===== src/rtl/fetch_pc_ctrl_pkg.sv =====
// fetch_pc_ctrl_pkg: shared definitions for the IF0 fetch sequencer.
//   IF0_TO_IF1_BUS_WD : width of the IF0->IF1 bus {pc_valid[3:0], pc_is_jump[3:0], fs_pc[31:0]}
//   RESET_PC_DEFAULT  : default fetch PC after reset
//   fetch_state_e     : IF0 sequencer states
package fetch_pc_ctrl_pkg;

  localparam int          IF0_TO_IF1_BUS_WD = 40;
  localparam logic [31:0] RESET_PC_DEFAULT  = 32'h1c00_0000;

  typedef enum logic [1:0] {
    ST_RUN   = 2'd0,
    ST_HALT  = 2'd1,
    ST_BLOCK = 2'd2
  } fetch_state_e;

  // A fetch PC is usable only if it is word aligned.
  function automatic logic pc_misaligned(input logic [31:0] pc);
    return (pc[1:0] != 2'b00);
  endfunction

endpackage


===== src/rtl/fetch_pc_ctrl_mask_gen.sv =====
// fetch_mask_gen: combinational per-slot valid/jump mask builder for one
// 16-byte fetch block (four 32-bit slots).
// Ports:
//   pc_slot    in  2  fetch_pc[3:2], first slot fetched in the block
//   bpu_taken  in  1  predictor reports a taken jump in this block
//   bpu_slot   in  2  slot of the predicted-taken instruction
//   pc_valid   out 4  slots that belong to the fetch stream
//   pc_is_jump out 4  one-hot marker of the predicted-taken slot
//   use_pred   out 1  prediction is applied (slot not behind the PC)
module fetch_mask_gen
  import fetch_pc_ctrl_pkg::*;
(
  input  logic [1:0] pc_slot,
  input  logic       bpu_taken,
  input  logic [1:0] bpu_slot,
  output logic [3:0] pc_valid,
  output logic [3:0] pc_is_jump,
  output logic       use_pred
);

  logic       use_pred_s;
  logic [3:0] valid_s;
  logic [3:0] jump_s;

  // Slots run from the PC offset up to the predicted-taken slot (or block end).
  always_comb begin
    use_pred_s = bpu_taken & (bpu_slot >= pc_slot);
    valid_s    = 4'b0000;
    for (int i = 0; i < 4; i++) begin
      if ((2'(i) >= pc_slot) && (!use_pred_s || (2'(i) <= bpu_slot))) begin
        valid_s[i] = 1'b1;
      end else begin
        valid_s[i] = 1'b0;
      end
    end
    if (use_pred_s) begin
      jump_s = 4'b0001 << bpu_slot;
    end else begin
      jump_s = 4'b0000;
    end
  end

  assign use_pred   = use_pred_s;
  assign pc_valid   = valid_s;
  assign pc_is_jump = jump_s;

endmodule


===== src/rtl/fetch_pc_ctrl.sv =====
// fetch_pc_ctrl: IF0 sequencer. Owns the fetch PC, issues one I-cache block
// request per handoff, builds the IF0->IF1 bus and applies redirects,
// predictor hints, idle halt and misaligned-PC blocking.
// Optional feature macro: FETCH_PERF_CNT_EN adds perf_blocks / perf_stall.
// Ports:
//   clk, rst (sync, active high)
//   redirect_valid/redirect_pc   backend redirect, highest priority
//   bpu_taken/bpu_slot/bpu_target predictor hint for the current block
//   halt_req, wake               idle halt / interrupt wake-up
//   ic_req, ic_addr, ic_addr_ok  I-cache request handshake
//   if1_ready, if0_valid, if0_if1_bus  handoff to IF1
//   flush_IF                     flush of IF1 side (redirect cycle)
//   fetch_ade                    misaligned fetch PC pending
//   perf_blocks, perf_stall      (FETCH_PERF_CNT_EN only) event counters
module fetch_pc_ctrl
  import fetch_pc_ctrl_pkg::*;
#(
  parameter logic [31:0] RESET_PC = RESET_PC_DEFAULT,
  parameter int          BUS_WD   = IF0_TO_IF1_BUS_WD
)(
  input  logic              clk,
  input  logic              rst,
  input  logic              redirect_valid,
  input  logic [31:0]       redirect_pc,
  input  logic              bpu_taken,
  input  logic [1:0]        bpu_slot,
  input  logic [31:0]       bpu_target,
  input  logic              halt_req,
  input  logic              wake,
  output logic              ic_req,
  output logic [31:0]       ic_addr,
  input  logic              ic_addr_ok,
  input  logic              if1_ready,
  output logic              if0_valid,
  output logic [BUS_WD-1:0] if0_if1_bus,
  output logic              flush_IF,
  output logic              fetch_ade
`ifdef FETCH_PERF_CNT_EN
  ,
  output logic [31:0]       perf_blocks,
  output logic [31:0]       perf_stall
`endif
);

  fetch_state_e state_r;
  fetch_state_e next_state_s;
  logic [31:0]  fetch_pc_r;
  logic [31:0]  next_pc_s;
  logic [31:0]  seq_pc_s;
  logic [31:0]  target_pc_s;
  logic         req_s;
  logic         handoff_s;
  logic         use_pred_s;
  logic [3:0]   pc_valid_s;
  logic [3:0]   pc_is_jump_s;

  fetch_mask_gen u_mask_gen (
    .pc_slot    (fetch_pc_r[3:2]),
    .bpu_taken  (bpu_taken),
    .bpu_slot   (bpu_slot),
    .pc_valid   (pc_valid_s),
    .pc_is_jump (pc_is_jump_s),
    .use_pred   (use_pred_s)
  );

  // Request only while running, IF1 has room, and no redirect/halt is being taken.
  assign req_s     = ~rst & (state_r == ST_RUN) & if1_ready & ~redirect_valid & ~halt_req;
  assign handoff_s = req_s & ic_addr_ok;

  assign ic_req      = req_s;
  assign ic_addr     = fetch_pc_r;
  assign if0_valid   = handoff_s;
  assign if0_if1_bus = {pc_valid_s, pc_is_jump_s, fetch_pc_r};
  assign flush_IF    = ~rst & redirect_valid;
  assign fetch_ade   = ~rst & (state_r == ST_BLOCK);

  // Sequential successor is the next 16-byte block; 32-bit wrap is natural.
  assign seq_pc_s    = {fetch_pc_r[31:4] + 28'd1, 4'b0000};
  assign target_pc_s = use_pred_s ? bpu_target : seq_pc_s;

  // Next-state / next-PC selection; redirect overrides everything else.
  always_comb begin
    next_state_s = state_r;
    next_pc_s    = fetch_pc_r;
    if (redirect_valid) begin
      next_pc_s    = redirect_pc;
      next_state_s = pc_misaligned(redirect_pc) ? ST_BLOCK : ST_RUN;
    end else begin
      case (state_r)
        ST_RUN: begin
          if (halt_req) begin
            next_state_s = ST_HALT;
          end else if (handoff_s) begin
            next_pc_s    = target_pc_s;
            next_state_s = pc_misaligned(target_pc_s) ? ST_BLOCK : ST_RUN;
          end else begin
            next_state_s = ST_RUN;
          end
        end
        ST_HALT: begin
          if (wake) begin
            next_state_s = ST_RUN;
          end else begin
            next_state_s = ST_HALT;
          end
        end
        ST_BLOCK: begin
          next_state_s = ST_BLOCK;
        end
        default: begin
          next_state_s = ST_RUN;
        end
      endcase
    end
  end

  // State and fetch PC registers.
  always_ff @(posedge clk) begin
    if (rst) begin
      state_r    <= ST_RUN;
      fetch_pc_r <= RESET_PC;
    end else begin
      state_r    <= next_state_s;
      fetch_pc_r <= next_pc_s;
    end
  end

`ifdef FETCH_PERF_CNT_EN
  logic [31:0] perf_blocks_r;
  logic [31:0] perf_stall_r;
  logic        stall_s;

  assign stall_s = (state_r == ST_RUN) & ~handoff_s & ~redirect_valid;

  // Handoff and stalled-RUN cycle counters, wrapping at 2^32.
  always_ff @(posedge clk) begin
    if (rst) begin
      perf_blocks_r <= 32'd0;
      perf_stall_r  <= 32'd0;
    end else begin
      perf_blocks_r <= perf_blocks_r + {31'd0, handoff_s};
      perf_stall_r  <= perf_stall_r + {31'd0, stall_s};
    end
  end

  assign perf_blocks = perf_blocks_r;
  assign perf_stall  = perf_stall_r;
`endif

endmodule


===== config.mk =====
export PLATFORM = sky130hd
export DESIGN_NAME = fetch_pc_ctrl
export DESIGN_NICKNAME = d
export VERILOG_FILES = /design/src/rtl/fetch_pc_ctrl_pkg.sv /design/src/rtl/fetch_pc_ctrl_mask_gen.sv /design/src/rtl/fetch_pc_ctrl.sv
export SDC_FILE = /design/constraint.sdc
export NUM_CORES = 1
export LEC_CHECK = 0
export ABC_AREA = 1
export CAP_MARGIN = 20
export CORE_ASPECT_RATIO = 1.25
export CORE_MARGIN = 1.5
export CORE_UTILIZATION = 42
export DETAILED_ROUTE_END_ITERATION = 8
export HOLD_SLACK_MARGIN = 0.06
export PLACE_DENSITY = 0.79
export SLEW_MARGIN = 30
export SYNTH_ARGS = -nofsm -noshare
export SYNTH_HDL_FRONTEND = slang
export SYNTH_SLANG_ARGS = --single-unit

===== constraint.sdc =====
create_clock -name clk -period 2.9 [get_ports clk]
set_input_delay 0.725 -clock clk [delete_from_list [all_inputs] [get_ports clk]]
set_output_delay 0.725 -clock clk [all_outputs]
set_load 0.01 [all_outputs]

==> results of run 1 <==
-- registers in the layout, summed over array words and instances (netlist names) --
signal / cells
state_r: 2
ic_addr: 32
-- Yosys cell counts, drive strengths merged, types with 4 or more instances --
master | count | share of area (%)
a21oi | 34 | 5.5
o21ai | 21 | 3.3
nand3 | 30 | 4.8
o211ai | 4 | 0.96
nor2 | 91 | 13
inv | 51 | 6.1
xor2 | 7 | 2.0
clkbuf | 9 | 1.1
nor3 | 4 | 1.0
nand2 | 206 | 25
xnor2 | 6 | 1.7
dfxtp | 34 | 22
buf | 45 | 11
-- power by group through the flow --
| stage | Combinational (uW) | Clock (uW) | Sequential (uW) |
|---|---|---|---|
| 2_1_floorplan | 279 | 0 | 568 |
| 3_3_place_gp | 530 | 0 | 565 |
| 3_5_place_dp | 538 | 0 | 567 |
| 4_1_cts | 540 | 452 | 557 |
| 5_1_grt | 592 | 467 | 564 |
| 6_report | 535 | 443 | 557 |
-- metrics by stage --
| step | setup slack, ps | hold slack, ps |
|---|---|---|
| after floorplan | 221 | 480 |
| after global placement | -412 | 495 |
| after detailed placement | -488 | 526 |
| after CTS | 0.509 | 534 |
| after global routing | 62.3 | 568 |
| final | 160 | 536 |
-- layout make-up --
class / count / area, sq um / share of cell area [%]
timing repair buffer: 164 / 1620 / 35.0
multi-input combinational: 416 / 1910 / 41.3
inverter: 52 / 195 / 4.22
clock buffer: 7 / 76.3 / 1.65
sequential: 34 / 681 / 14.7
tap: 92 / 115 / 2.49
clock inverter: 1 / 30.0 / 0.649
-- per-layer routing --
| metal | part of all wire (%) | GRT usage, % | routed length (um) | vias up |
|---|---|---|---|---|
| met5 | 0 | 0 | 0 | - |
| met4 | 1.3 | 7.29 | 127 | 0 |
| met3 | 7.5 | 4.95 | 714 | 13 |
| met2 | 51 | 45.0 | 4900 | 135 |
| met1 | 40 | 26.5 | 3820 | 1647 |
| li1 | - | - | - | 1923 |
-- final timing paths --
path	endpoint	slack (ps)	cells after the start
min reg2reg	ic_addr[31]	540	2
max	if0_if1_bus[38]	160	11
min	ic_addr[31]	540	2
max reg2reg	state_r[1]	830	11
-- kinds of logic after synthesis --
| group | count (synthesis) | synth area share [%] |
|---|---|---|
| adder cells (fa/ha/maj) | 3 | 1.20 |
| AND/OR/NAND/NOR | 337 | 45.0 |
| buffers and inverters | 106 | 17.8 |
| flip-flops | 34 | 21.7 |
| AO/OA/AOI/OAI | 63 | 10.7 |
| XOR/XNOR | 13 | 3.63 |
-- worst min-delay path: cells and delay by family, from the launching register on --
kind / cells / cell delay, ps
flops: 1 / 350
simple gates: 1 / 70
compound gates: 1 / 60
-- what timing repair did --
item                                    4_1_cts  5_1_grt
endpoints found under the setup margin        8        9
endpoints found under the hold margin         0        0
gates resized for setup                      20        8
hold buffers                                  0        0
pin swaps                                     2        1
gates cloned                                  0        0
==> results.py, run 1 <==
metrics = {
    "place": {
        "gp_congestion": 0.858,
        "dp_hpwl_um": 7150,
        "place_area_sq_um": 4520,
        "placed_cells": 758,
        "io_buffers": 149,
    },
    "synth": {
        "synthesis.area_sq_um": 3140,
        "yosys_warnings": 0,
        "async_reset_ff_share_pct": 0,
        "post_synth_inst_count": 556,
        "avgSynthCellArea_sq_um": 5.65,
        "synth-seq-cells": 34,
        "yosysSeqAreaShare_pct": 21.7,
        "synth-main-ff-cell": "dfxtp_1",
        "synth_edf_count": 0,
        "syn_nets": 633,
        "synth_cell_types": 30,
    },
    "routing": {
        "viasPerCell": 4.85,
        "wire_per_inst_um": 12.5,
        "drcViolationCount": 0,
        "dr.pass1.iters": 5,
        "drt_wl_total_um": 9560,
        "drt_iter0_markers": 160,
        "antenna_left": 0,
        "routed-via-count": 3718,
    },
    "global_routing": {
        "grt_overflow_total": 0,
        "antenna_found_initial": 0,
        "grt_pass1_vias": 3478,
        "grt_pass1_wl_um": 15500,
        "track_usage_pct": 24.0,
        "grt_max_degree": 60,
    },
    "cells_and_area": {
        "final_common_cell": "nand2_1",
        "nNetsFinal": 750,
        "syn2layout_area_growth_pct": 47.4,
        "final_cell_mix": "199 x nand2_1, 137 x clkdlybuf4s50_1, 69 x nor2_1",
        "diodes": 0,
        "drive_above_1_share_pct": 9.35,
        "fin_area_sq_um": 4630,
        "fillers": 703,
        "utilization_pct": 63.3,
        "stdcell_count": 766,
    },
    "job": {
        "drv_cap": 0,
    },
    "setup_path": {
        "worstSetupStartpointType": "primary input",
        "slowest_delay_ps": 280,
        "cp.arrival_ps": 2010,
        "crit_family": "buffers and inverters",
        "crit_start": "bpu_slot[0]",
        "path_max_fanout": 4,
        "path_cells": "dlygate4sd2_1 > inv_1 > ha_1 > o21ai_1 > nand2_1 > nand2_2 > inv_2 > nand2_2 > nand2_1 > inv_1 > clkdlybuf4s15_1",
        "slowest_stage": "ha_1",
        "worstPathRequired_ps": 2170,
        "worstReg2RegStart": "ic_addr[3]",
        "crit_buf_inv": 5,
        "critPathCaptureType": "primary output",
        "path_class": "in -> out",
    },
    "die": {
        "die_w_um": 80.3,
        "dieArea_sq_um": 8010,
        "initial_utilization_pct": 42.9,
        "coreArea_sq_um": 7310,
        "die-height_um": 99.7,
        "rows": 35,
        "pin_count": 150,
    },
    "worst_hold_path": {
        "min-delay-start": "ic_addr[31]",
        "hold_class": "reg -> reg",
    },
    "pwr": {
        "p_sw_uw": 481,
        "power.density_nw_per_um2": 332,
        "power_frac_clock_pct": 28.9,
        "power_uw": 1530,
        "irDropWorstVdd_v": 0.000192,
        "p_comb_share_pct": 34.9,
        "p_leak_uw": 0.00201,
        "sequentialPowerShare_pct": 36.3,
        "swShare_pct": 31.4,
        "p_int_uw": 1050,
    },
    "cts": {
        "postCtsSetupRepairBufs": 0,
        "clk_path_buf_depth": 2,
        "cts_inserted_buffers": 5,
        "clock-sinks": 34,
        "clk_pin_slew_ps": 70,
        "insertion_delay_ps": 290,
        "cts_tree": "done",
        "root_buffer": "clkbuf_8",
        "htreeDepth": 2,
    },
    "timing": {
        "skew_ps": 11.6,
        "setup_viol": 0,
        "setup-tns-final_ps": 0,
        "grt_setup_unrepaired": "false",
        "max_freq_mhz": 365,
        "worstMarginPinSlew_ps": 586,
        "maxSlewHeadroom_pct": 60.9,
        "finalCritPeriodShare_pct": 94.5,
        "report.final.slew_viol_count": 0,
        "hold_viol_final": 0,
        "period_needed_ps": 2740,
    },
    "run_status": {
        "status": "completed",
    },
}
Note: power is estimated with default switching activity, not from simulation.
==> run 2: changes to the inputs <==
--- a/config.mk
+++ b/config.mk
@@ -10,6 +10,7 @@
 export CORE_ASPECT_RATIO = 1.25
 export CORE_MARGIN = 1.5
 export CORE_UTILIZATION = 42
+export CTS_CLUSTER_SIZE = 20
 export DETAILED_ROUTE_END_ITERATION = 8
 export HOLD_SLACK_MARGIN = 0.06
 export PLACE_DENSITY = 0.79
==> results of run 2 <==
Final layout, timing and power as in run 1 (identical DEF).
